## src/rtl/serv_uart_rx_mux.sv

```systemverilog
// rtl/serv_uart_rx_mux.sv - selectable multi-channel UART 8N1 receiver with byte stream output
// Define SERV_UART_RX_FIFO_EN for a 4-entry output FIFO; otherwise a single holding register.
module serv_uart_rx_mux #(
    parameter int NUM          = 6,
    parameter int CLKS_PER_BIT = 139
) (
    input  logic           i_clk,
    input  logic           i_rst,
    input  logic [NUM-1:0] i_q,
    input  logic [2:0]     i_sel,
    output logic [7:0]     o_data,
    output logic           o_valid,
    input  logic           i_ready,
    output logic           o_ferr,
    output logic           o_overrun
);

    localparam int CW = $clog2(CLKS_PER_BIT);
    localparam logic [CW-1:0] HALF_LOAD = CW'(CLKS_PER_BIT / 2 - 1);
    localparam logic [CW-1:0] FULL_LOAD = CW'(CLKS_PER_BIT - 1);

    typedef enum logic [1:0] {S_IDLE, S_START, S_DATA, S_STOP} state_t;

    logic [2:0]    sel_q;
    logic          sel_bit;
    logic [1:0]    sync;
    logic          line;
    logic          sel_chg;
    state_t        state, state_n;
    logic [CW-1:0] cnt, cnt_n;
    logic [2:0]    idx, idx_n;
    logic [7:0]    sh, sh_n;
    logic          armed, armed_n;
    logic          push;
    logic          ferr_set;
    logic          accept;

    // Out-of-range selects fall through to channel 0.
    always_comb begin
        sel_bit = i_q[0];
        for (int i = 0; i < NUM; i++) begin
            if (sel_q == 3'(i)) sel_bit = i_q[i];
        end
    end

    always_ff @(posedge i_clk or posedge i_rst) begin
        if (i_rst) begin
            sel_q <= 3'd0;
            sync  <= 2'b11;
        end else begin
            sel_q <= i_sel;
            sync  <= {sync[0], sel_bit};
        end
    end

    assign line    = sync[1];
    assign sel_chg = (i_sel != sel_q);

    always_ff @(posedge i_clk or posedge i_rst) begin
        if (i_rst) begin
            state <= S_IDLE;
            cnt   <= '0;
            idx   <= 3'd0;
            sh    <= 8'd0;
            armed <= 1'b0;
        end else begin
            state <= state_n;
            cnt   <= cnt_n;
            idx   <= idx_n;
            sh    <= sh_n;
            armed <= armed_n;
        end
    end

    always_comb begin
        state_n  = state;
        cnt_n    = cnt;
        idx_n    = idx;
        sh_n     = sh;
        armed_n  = armed;
        push     = 1'b0;
        ferr_set = 1'b0;
        case (state)
            S_IDLE: begin
                if (line) begin
                    armed_n = 1'b1;
                end else if (armed) begin
                    state_n = S_START;
                    cnt_n   = HALF_LOAD;
                end
            end
            S_START: begin
                if (cnt == '0) begin
                    if (!line) begin
                        state_n = S_DATA;
                        cnt_n   = FULL_LOAD;
                        idx_n   = 3'd0;
                    end else begin
                        state_n = S_IDLE;
                    end
                end else begin
                    cnt_n = cnt - CW'(1);
                end
            end
            S_DATA: begin
                if (cnt == '0) begin
                    sh_n  = {line, sh[7:1]};
                    cnt_n = FULL_LOAD;
                    idx_n = idx + 3'd1;
                    if (idx == 3'd7) state_n = S_STOP;
                end else begin
                    cnt_n = cnt - CW'(1);
                end
            end
            S_STOP: begin
                if (cnt == '0) begin
                    state_n = S_IDLE;
                    if (line) begin
                        push = 1'b1;
                    end else begin
                        ferr_set = 1'b1;
                        armed_n  = 1'b0;
                    end
                end else begin
                    cnt_n = cnt - CW'(1);
                end
            end
            default: state_n = S_IDLE;
        endcase
        // A select change mid-frame silently abandons the frame and waits for idle.
        if (sel_chg && state != S_IDLE) begin
            state_n  = S_IDLE;
            armed_n  = 1'b0;
            push     = 1'b0;
            ferr_set = 1'b0;
        end
    end

`ifdef SERV_UART_RX_FIFO_EN
    logic [7:0] mem [4];
    logic [2:0] wp, rp;
    logic       empty, full, pop;

    assign empty  = (wp == rp);
    assign full   = (wp[2] != rp[2]) && (wp[1:0] == rp[1:0]);
    assign pop    = !empty && i_ready;
    assign accept = push && (!full || pop);

    always_ff @(posedge i_clk or posedge i_rst) begin
        if (i_rst) begin
            for (int i = 0; i < 4; i++) mem[i] <= 8'd0;
            wp <= 3'd0;
            rp <= 3'd0;
        end else begin
            if (accept) begin
                mem[wp[1:0]] <= sh;
                wp           <= wp + 3'd1;
            end
            if (pop) rp <= rp + 3'd1;
        end
    end

    assign o_data  = mem[rp[1:0]];
    assign o_valid = !empty;
`else
    logic [7:0] data_r;
    logic       valid_r, pop;

    assign pop    = valid_r && i_ready;
    assign accept = push && (!valid_r || pop);

    always_ff @(posedge i_clk or posedge i_rst) begin
        if (i_rst) begin
            data_r  <= 8'd0;
            valid_r <= 1'b0;
        end else begin
            if (accept) data_r <= sh;
            valid_r <= accept || (valid_r && !pop);
        end
    end

    assign o_data  = data_r;
    assign o_valid = valid_r;
`endif

    always_ff @(posedge i_clk or posedge i_rst) begin
        if (i_rst) begin
            o_ferr    <= 1'b0;
            o_overrun <= 1'b0;
        end else begin
            o_ferr    <= ferr_set;
            o_overrun <= push && !accept;
        end
    end

endmodule

```

## config.mk

```make
export PLATFORM = sky130hd
export DESIGN_NAME = serv_uart_rx_mux
export DESIGN_NICKNAME = d
export VERILOG_FILES = /design/src/rtl/serv_uart_rx_mux.sv
export SDC_FILE = /design/constraint.sdc
export NUM_CORES = 1
export LEC_CHECK = 0
export CAP_MARGIN = 10
export CORE_MARGIN = 2
export CORE_UTILIZATION = 45
export CTS_BUF_LIST = sky130_fd_sc_hd__clkbuf_4 sky130_fd_sc_hd__clkbuf_8
export CTS_CLUSTER_SIZE = 12
export DETAILED_ROUTE_END_ITERATION = 8
export PLACE_DENSITY = 0.67
export SETUP_SLACK_MARGIN = 0.3
export SLEW_MARGIN = 15
export SYNTH_ARGS = -nofsm -noshare
export SYNTH_HDL_FRONTEND = slang
export SYNTH_SLANG_ARGS = --single-unit
```

## constraint.sdc

```tcl
create_clock -name i_clk -period 2.7 [get_ports i_clk]
set_clock_uncertainty 0.15 [all_clocks]
set_input_delay 0.27 -clock i_clk [delete_from_list [all_inputs] [get_ports i_clk]]
set_output_delay 0.27 -clock i_clk [all_outputs]
set_load 0.02 [all_outputs]
```

==> results by group <==
Logic synthesis
  – Avg Cell Area, Syn: 11.6 um^2
  – Synth Warn #: 0
  – Synth cell types: 44
  – Mapped Area: 0.00192 mm^2
  – Area share of the largest cell type after synthesis: 47.0%
  – Post-synthesis cell count: 165
  – Syn_nets: 184
  – Sequential share of the synthesized area: 49.7%
  – Number of synthesized flops with an enable pin: 0
  – FF+latch count, synth: 38
  – Synth area leaders: dfrtp_1, mux2_4, mux2_2, ha_1, dfstp_2
  – Async S/R FF share, synth: 100%
  – Synth area leader: dfrtp_1
  – Synth Flop Type: dfrtp_1

GRT
  – Total track usage: 16.7%
  – Number of global-route vias before repair: 1420
  – Initial antenna violation count: 0
  – Largest net degree at the start of global routing: 39
  – Global-route wire length before repair: 6510 um
  – Global route overflow: 0

Timing
  – Final hold vios: 0
  – Max Fclk: 439 MHz
  – Endpoints failing setup: 0
  – Min Tclk post-route: 2280 ps
  – Max Slew Vio Count: 0
  – Worst-margin pin slew: 507 ps
  – Unrepaired setup endpoints after global routing: no
  – Slew margin rel.: 66.2%
  – TNS Setup: 0 ps
  – Final period utilization: 84.4%

Route
  – Initial DRC Count: 74
  – Drt first pass iters: 4
  – Final WL: 3640 um
  – Wire length per cell: 14.8 um
  – DRC: 0
  – DRT antenna net count: 0
  – Vias/cell: 5.75
  – Via count: 1414

Critical path
  – Worst setup SP type: flip-flop
  – Bufs and invs on worst path: 1
  – Cell Chain, Critical Path: inv_1 > ha_1 > nor3b_4 > nand2_2 > or4_4 > mux2_4
  – Slowest stage delay, CP: 640 ps
  – Crit end category: flip-flop
  – Crit Path Max Fanout: 8
  – Worst setup path class: flip-flop to flip-flop
  – Worst Path Required: 2720 ps
  – CP Data Arrival Time: 2300 ps
  – Setup slack, reg-to-reg: 420 ps
  – Crit path max-delay family: simple AND/OR/NAND/NOR gates
  – Critical path's slowest cell: or4_4

Finish
  – N_diodes: 0
  – Final nets: 214
  – P&R area growth vs syn: 22.7%
  – Share of post-route cells with drive strength above 1: 19.4%
  – Final Util: 58.0%

Clock tree
  – Worst-Skew Late Latency: 290 ps
  – Sink Count: 38
  – Clk buf depth: 2
  – CTS Buf Count: 5
  – Clk root buf: clkbuf_8
  – Cts hold-fix bufs: 0
  – Clock-pin slew on the worst setup and hold paths: 80 ps
  – H-tree depth: 2
  – Resize count post-CTS: 0
  – CTS tree: built
  – Post-CTS setup buffer count: 0

Power
  – Net Sw Frac: 35.0%
  – Comb power frac: 36.5%
  – Clock share of power: 27.5%
  – Switching power total: 728 uW
  – Pwr Total: 2080 uW
  – Worst VDD drop: 526 uV
  – Flop pwr share: 36.0%
  – Int Pwr: 1350 uW
  – LEAKAGE: 0.00108 uW
  – P per Cell Area: 884 mW/mm^2

Placement
  – Port Buf Inserts: 22
  – Hpwl dp: 2670 um
  – GPL Wtd Cong: 0.877

Floorplanning
  – Rows: 23
  – Die X-Extent: 69.3 um
  – Starting Density: 47.2%
  – Ports: 23
  – Die ar.: 0.00480 mm^2
  – Die Y: 69.3 um
  – Core area: 0.00406 mm^2

Hold path
  – Hold Path Class: flip-flop to flip-flop

Run
  – Max cap viols: 0

Outcome
  – Outcome: complete, no violations
layout by cell type, fill, tap and decap left out, types with 5 or more instances in the layout:
master,n
a21oi_1,8
a31oi_1,5
buf_4,5
clkbuf_8,5
clkdlybuf4s50_1,22
dfrtp_1,36
ha_1,7
inv_1,10
mux2_2,9
mux2_4,8
nand2_1,7
nor2_1,6
o21ai_0,10
per-layer routing:
metal / track usage (%) / wire [um] / up-vias
met5: 0 / 0 / -
met4: 8.50 / 85 / 0
met3: 3.92 / 151 / 11
met2: 27.4 / 1810 / 42
met1: 20.6 / 1600 / 690
li1: - / - / 671
final timing paths:
| check | from | to | depth (start not counted) |
|---|---|---|---|
| worst max-delay path | cnt[0] | o_data[5] | 6 |
| worst min-delay path | sync[0] | sync[1] | 0 |
| worst max register to register | cnt[0] | o_data[5] | 6 |
| worst min register to register | sync[0] | sync[1] | 0 |
| max in group asynchronous | i_rst | sync[1] | 3 |
| min in group asynchronous | i_rst | o_valid | 3 |
state kept, by name, summed over array words and instances, names as in the netlist:
register / cells
idx: 3
armed: 1
cnt: 8
sh: 8
o_ferr: 1
o_data: 8
state: 2
o_valid: 1
sync: 2
sel_q: 3
o_overrun: 1
worst register-to-register path: stages, from the launching register on:
cell	delay, ps
dfrtp_1	420
inv_1	70
ha_1	210
nor3b_4	220
nand2_2	130
or4_4	640
mux2_4	330
power groups by stage:
stage / sequential (uW) / clock [uW] / combinational (uW)
2_1_floorplan: 733 / 0 / 550
3_3_place_gp: 751 / 0 / 734
3_5_place_dp: 757 / 0 / 749
4_1_cts: 747 / 585 / 756
5_1_grt: 763 / 613 / 850
6_report: 748 / 572 / 759
cell families after synthesis:
family                   count (synthesis)  share of synthesized area [%]
AO/OA/AOI/OAI                           47                           16.6
XOR/XNOR                                 3                           1.37
adder cells (fa/ha/maj)                  7                           4.57
buffers and inverters                   14                           3.13
flip-flops                              38                           49.7
multiplexers                            18                           12.1
AND/OR/NAND/NOR                         38                           12.5
cell usage after synthesis (4+ instances only):
cell,n
o21ai_0,10
nor3_1,4
dfrtp_1,36
a21o_1,4
or4_1,4
a21oi_1,8
o31ai_1,4
mux2_2,9
nor2_1,6
a31oi_1,5
inv_1,10
nand2_1,7
mux2_4,8
ha_1,7
final cells by class:
cell class | instances | area (um^2)
fill | 329 | 1710
sequential | 38 | 953
multi-input combinational | 113 | 903
timing repair buffer | 27 | 258
clock buffer | 5 | 68.8
clock inverter | 3 | 68.8
tap | 50 | 62.6
inverter | 10 | 37.5
stage by stage:
| step | setup WS (ps) | hold WS [ps] | instance area [um^2] | instances |
|---|---|---|---|---|
| 6_report | 421 | 213 | 2350 | 246 |
| 2_1_floorplan | 382 | 151 | 1920 | 165 |
| 3_3_place_gp | 402 | 198 | 2210 | 238 |
| 4_1_cts | 416 | 215 | 2350 | 246 |
| 3_5_place_dp | 381 | 200 | 2210 | 238 |
| 5_1_grt | 301 | 219 | 2350 | 246 |
Power figures use the tool's default switching activity.
